==> src/rtl/counter_seq_ctrl.sv <==
// rtl/counter_seq_ctrl.sv - sequencing FSM for the 8-bit count-to-10 datapath
//
// Ports:
//   clk        system clock, all state changes on the rising edge
//   reset      asynchronous reset, active low
//   start      run request, sampled only in IDLE
//   abort      returns the FSM to IDLE from any busy state
//   hold       freezes the pacing counter while in PACE
//   ALt10      datapath flag, A register < 10 (sampled only in CHECK)
//   ASrcMuxSel datapath A-source select: 0 = constant 0, 1 = adder result
//   ALoad      datapath A register load enable
//   OutPort    datapath output-port register load enable
//   busy       high in every state except IDLE
//   done       one-cycle pulse on normal completion
//   iter_cnt   OUT states entered since the last INIT (saturates at 255)
//   state_o    current state encoding
module counter_seq_ctrl #(
    parameter int unsigned PACE_CYCLES = 1
) (
    input  logic       clk,
    input  logic       reset,
    input  logic       start,
    input  logic       abort,
    input  logic       hold,
    input  logic       ALt10,
    output logic       ASrcMuxSel,
    output logic       ALoad,
    output logic       OutPort,
    output logic       busy,
    output logic       done,
    output logic [7:0] iter_cnt,
    output logic [2:0] state_o
);

    typedef enum logic [2:0] {
        S_IDLE  = 3'd0,
        S_INIT  = 3'd1,
        S_CHECK = 3'd2,
        S_OUT   = 3'd3,
        S_PACE  = 3'd4,
        S_INC   = 3'd5,
        S_DONE  = 3'd6,
        S_BAD   = 3'd7
    } state_t;

    // Terminal value of the pace counter; PACE lasts PACE_CYCLES unheld cycles.
    localparam logic [7:0] PACE_LAST = 8'(PACE_CYCLES - 1);

    state_t     state_q;
    state_t     state_d;
    logic [7:0] pace_q;
    logic [7:0] pace_d;
    logic [7:0] iter_q;
    logic [7:0] iter_d;

    always_ff @(posedge clk or negedge reset) begin
        if (!reset) begin
            state_q <= S_IDLE;
            pace_q  <= 8'd0;
            iter_q  <= 8'd0;
        end else begin
            state_q <= state_d;
            pace_q  <= pace_d;
            iter_q  <= iter_d;
        end
    end

    always_comb begin
        state_d = state_q;
        pace_d  = pace_q;
        iter_d  = iter_q;
        case (state_q)
            S_IDLE: begin
                if (start) begin
                    state_d = S_INIT;
                end
            end
            S_INIT: begin
                iter_d  = 8'd0;
                state_d = S_CHECK;
            end
            S_CHECK: begin
                state_d = ALt10 ? S_OUT : S_DONE;
            end
            S_OUT: begin
                // Counts the OUT visit itself, so it still advances if this
                // cycle is aborted.
                if (iter_q != 8'hFF) begin
                    iter_d = iter_q + 8'd1;
                end
                pace_d  = 8'd0;
                state_d = S_PACE;
            end
            S_PACE: begin
                if (!hold) begin
                    if (pace_q == PACE_LAST) begin
                        state_d = S_INC;
                    end else begin
                        pace_d = pace_q + 8'd1;
                    end
                end
            end
            S_INC: begin
                state_d = S_CHECK;
            end
            S_DONE: begin
                state_d = S_IDLE;
            end
            default: begin
                state_d = S_IDLE;
            end
        endcase
        // abort overrides every transition above, including hold and DONE.
        if (abort && (state_q != S_IDLE)) begin
            state_d = S_IDLE;
        end
    end

    // Moore outputs: decoded from the state register only.
    always_comb begin
        ASrcMuxSel = 1'b0;
        ALoad      = 1'b0;
        OutPort    = 1'b0;
        done       = 1'b0;
        case (state_q)
            S_INIT: begin
                ALoad = 1'b1;
            end
            S_OUT: begin
                OutPort = 1'b1;
            end
            S_INC: begin
                ASrcMuxSel = 1'b1;
                ALoad      = 1'b1;
            end
            S_DONE: begin
                done = 1'b1;
            end
            default: begin
            end
        endcase
    end

    assign busy     = (state_q != S_IDLE);
    assign iter_cnt = iter_q;
    assign state_o  = state_q;

endmodule

==> config.mk <==
export PLATFORM = sky130hd
export DESIGN_NAME = counter_seq_ctrl
export DESIGN_NICKNAME = d
export VERILOG_FILES = /design/src/rtl/counter_seq_ctrl.sv
export SDC_FILE = /design/constraint.sdc
export NUM_CORES = 1
export LEC_CHECK = 0
export BUFFER_PORTS_ARGS = -buffer_cell sky130_fd_sc_hd__buf_2
export CORE_ASPECT_RATIO = 1.2
export CORE_MARGIN = 10
export CORE_UTILIZATION = 58
export CTS_CLUSTER_DIAMETER = 200
export CTS_CLUSTER_SIZE = 30
export DETAILED_ROUTE_END_ITERATION = 8
export GPL_ROUTABILITY_DRIVEN = 0
export HOLD_SLACK_MARGIN = 0.02
export PLACE_DENSITY = 0.83
export SLEW_MARGIN = 5
export SYNTH_ARGS = -nofsm -noshare
export SYNTH_HDL_FRONTEND = slang
export SYNTH_SLANG_ARGS = --single-unit
==> constraint.sdc <==
create_clock -name clk -period 4.2 [get_ports clk]
set_input_delay 0.42 -clock clk [delete_from_list [all_inputs] [get_ports clk]]
set_output_delay 0.42 -clock clk [all_outputs]
set_load 0.01 [all_outputs]
==> summary.json <==
{
  "status": {"value": "completed"},
  "yosys.area.top_type": {"value": "dfrtp_1"},
  "p_switching": {"value": 0.000272, "unit": "W"},
  "post-route-cell-area": {"value": 0.00130, "unit": "mm2"},
  "floorplan.io_pins": {"value": 22},
  "min-delay-path-class": {"value": "in2async"},
  "cts.reportedPaths.clkPinSlew": {"value": 0.11, "unit": "ns"},
  "layout-drive-gt1-share": {"value": 17.3, "unit": "%"},
  "floorplan.initialDensity": {"value": 62.1, "unit": "%"},
  "max_clock_freq": {"value": 464, "unit": "MHz"},
  "clock_skew": {"value": 0.00388, "unit": "ns"},
  "number_of_pins_with_negative_max_slew_slack_in_the_final_report": {"value": 0},
  "stdcell_count": {"value": 169},
  "coreArea": {"value": 0.00189, "unit": "mm2"},
  "syn_nets": {"value": 140},
  "switching_share": {"value": 43.1, "unit": "%"},
  "arrival_time_at_the_worst_endpoint": {"value": 1.74, "unit": "ns"},
  "synth-seq-area-share": {"value": 40.5, "unit": "%"},
  "finalCritPeriodShare": {"value": 51.3, "unit": "%"},
  "antenna_found_initial": {"value": 0},
  "worst_slew_pin_slew": {"value": 0.541, "unit": "ns"},
  "max-vdd-ir-drop": {"value": 0.316, "unit": "mV"},
  "max-slew-margin-rel": {"value": 63.4, "unit": "%"},
  "cell_types_with_the_largest_area_share_after_synthesis": {"value": "dfrtp_1, a21oi_1, o211ai_1"},
  "hold_slack": {"value": 0.0502, "unit": "ns"},
  "cpPeakStageDelay": {"value": 0.59, "unit": "ns"},
  "cp_cell_sequence": {"value": "nand3b_1, clkinv_1, buf_2"},
  "critPathLaunchType": {"value": "flop"},
  "area_growth": {"value": 10.4, "unit": "%"},
  "detailedPlacementHpwl": {"value": 2.06, "unit": "mm"},
  "dr_total_vias": {"value": 1084},
  "nNetsFinal": {"value": 160},
  "internal-power": {"value": 0.000360, "unit": "W"},
  "r2r_setup_slack": {"value": 2.29, "unit": "ns"},
  "p_leak": {"value": 0.575, "unit": "nW"},
  "number_of_routed_nets_with_antenna_violations": {"value": 0},
  "synthDominantCellAreaShare": {"value": 40.5, "unit": "%"},
  "remaining_drc_errors": {"value": 0},
  "hold_buffers": {"value": 0},
  "grt_pass1_wl": {"value": 4.96, "unit": "mm"},
  "power_frac_seq": {"value": 47.0, "unit": "%"},
  "final_hold_vio_count": {"value": 0},
  "post-synth-top-count-cell": {"value": "dfrtp_1"},
  "grt_remaining_overflow": {"value": 0},
  "rr_endpoint": {"value": "pace_q[3]"},
  "post_synth.cell_area_avg": {"value": 8.97, "unit": "um2"},
  "cap_violations": {"value": 0},
  "fill_cells": {"value": 164},
  "clk_latency": {"value": 0.30, "unit": "ns"},
  "chipHeight": {"value": 69.3, "unit": "um"},
  "clock-sinks": {"value": 19},
  "reg2reg_from": {"value": "state_o[1]"},
  "post_cts.resized_instances": {"value": 0},
  "power.density": {"value": 487, "unit": "mW/mm2"},
  "floorplan.rows": {"value": 17},
  "multiInputGateArea": {"value": 637, "unit": "um2"},
  "placement.io_buffers": {"value": 21},
  "grt_max_degree": {"value": 21},
  "setup_viol": {"value": 0},
  "clk_root_buffer_cell": {"value": "clkbuf_4"},
  "endpoint_kind": {"value": "output port"},
  "synth_cell_type_count": {"value": 38},
  "vias_per_cell": {"value": 6.41},
  "r2r.worst_path.cells": {"value": 3},
  "netlist_area": {"value": 0.00117, "unit": "mm2"},
  "finish.utilization": {"value": 68.5, "unit": "%"},
  "first_global_vias": {"value": 1095},
  "placedInstanceArea": {"value": 0.00127, "unit": "mm2"},
  "synth_warn": {"value": 0},
  "cp_slowest_cell": {"value": "dfrtp_1"},
  "placed_cells": {"value": 165},
  "path_max_fanout": {"value": 20},
  "ys_dominant_reg_cell": {"value": "dfrtp_1"},
  "tns": {"value": 0, "unit": "ns"},
  "power_frac_comb": {"value": 38.1, "unit": "%"},
  "antenna_cells": {"value": 0},
  "ff_latch_area": {"value": 475, "unit": "um2"},
  "cts-buffers-inserted": {"value": 3},
  "unrepaired_setup_endpoints_after_global_routing": {"value": "no"},
  "cts_tree": {"value": "done"},
  "postCtsSetupBuffers": {"value": 0},
  "clock_power_share": {"value": 14.9, "unit": "%"},
  "fp.dieArea": {"value": 0.00423, "unit": "mm2"},
  "cts-root-to-sink-buffers": {"value": 2},
  "synth_enable_flop_cells": {"value": 0},
  "routed_wl": {"value": 2.83, "unit": "mm"},
  "timing_worst_setup_path_type": {"value": "reg2out"},
  "timing.final.crit_period": {"value": 2.16, "unit": "ns"},
  "die_x": {"value": 61.1, "unit": "um"},
  "total_track_usage": {"value": 14.4, "unit": "%"},
  "syn-instance-count": {"value": 131},
  "crit_required": {"value": 3.78, "unit": "ns"},
  "ys_async_sr_fraction": {"value": 100, "unit": "%"},
  "drt_iter0_markers": {"value": 64},
  "drt_pass1_iterations": {"value": 4},
  "synth_commonest_cells": {"value": "dfrtp_1, a21oi_1, nand2_1, inv_1, o211ai_1"},
  "synth.ff_latch_count": {"value": 19},
  "detail_route.wl_per_cell": {"value": 16.7, "unit": "um"},
  "h-tree-depth": {"value": 1}
}
-- through the flow --
stage | total power, W | worst slack (ns)
floorplan | 0.000460 | 2.44
global placement | 0.000523 | 2.35
detailed placement | 0.000539 | 2.32
CTS | 0.000636 | 2.05
global route | 0.000685 | 1.90
finish | 0.000632 | 2.04
-- placed cells by master, fill, tap and decap left out, drive strengths merged, types with 2 or more instances in the layout --
cell,n
or4,6
or4b,2
mux2i,3
and2,2
a2111oi,2
o31ai,5
a31oi,4
and3,3
inv,7
nand4,3
nand2b,4
a21oi,11
nand3,4
ha,3
nand2,11
o211ai,7
nor4b,2
nor2,6
a211oi,2
nor3,4
nor2b,3
dfrtp,19
buf,21
clkbuf,4
-- worst max path at each step --
stage	cells after the start	slack (ns)	from	end
5_1_grt	3	1.90	state_o[1]	OutPort
6_report	3	2.04	state_o[1]	OutPort
3_3_place_gp	3	2.35	state_o[1]	pace_q[3]
4_1_cts	3	2.05	state_o[1]	OutPort
3_5_place_dp	3	2.32	state_o[1]	pace_q[3]
2_1_floorplan	4	2.44	state_o[1]	pace_q[3]
-- sequential cells by signal, summed over array words and instances, names as in the netlist --
name / count
iter_cnt: 8
pace_q: 8
state_o: 3
-- power by group through the flow --
stage	combinational, W	sequential (W)	clock, W
floorplan	0.000190	0.000270	0
global placement	0.000229	0.000294	0
detailed placement	0.000240	0.000299	0
CTS	0.000242	0.000295	0.0000984
global route	0.000270	0.000308	0.000107
finish	0.000240	0.000297	0.0000943
-- worst max-delay path, delay by kind of cell, from the launching register on --
| kind | cells | cell delay [ns] |
|---|---|---|
| buf+inv | 2 | 0.53 |
| simple gates | 1 | 0.31 |
| flops | 1 | 0.59 |
-- cell type report --
cell class / count / area share [%]
clock buffers: 4 / 2.03
well taps: 19 / 1.83
flip-flops and latches: 19 / 36.6
inverters: 8 / 2.31
multi-input cells: 98 / 49.1
repair buffers: 21 / 8.10
-- metal layers --
layer | vias to the layer above | routed length [um] | GRT usage [%] | part of all wire [%]
li1 | 539 | - | - | -
met1 | 519 | 1300 | 18.5 | 46
met2 | 22 | 1370 | 22.6 | 48
met3 | 4 | 122 | 2.93 | 4.3
met4 | 0 | 30 | 5.04 | 1.1
met5 | - | 0 | 0 | 0
-- cell families after synthesis --
| family | Yosys count | synth area share [%] |
|---|---|---|
| flip-flops | 19 | 40.5 |
| adder cells (fa/ha/maj) | 3 | 3.20 |
| AO/OA/AOI/OAI | 35 | 20.0 |
| buffers and inverters | 14 | 5.32 |
| AND/OR/NAND/NOR | 57 | 28.4 |
| multiplexers | 3 | 2.56 |
(Power assumes the default switching activity.)
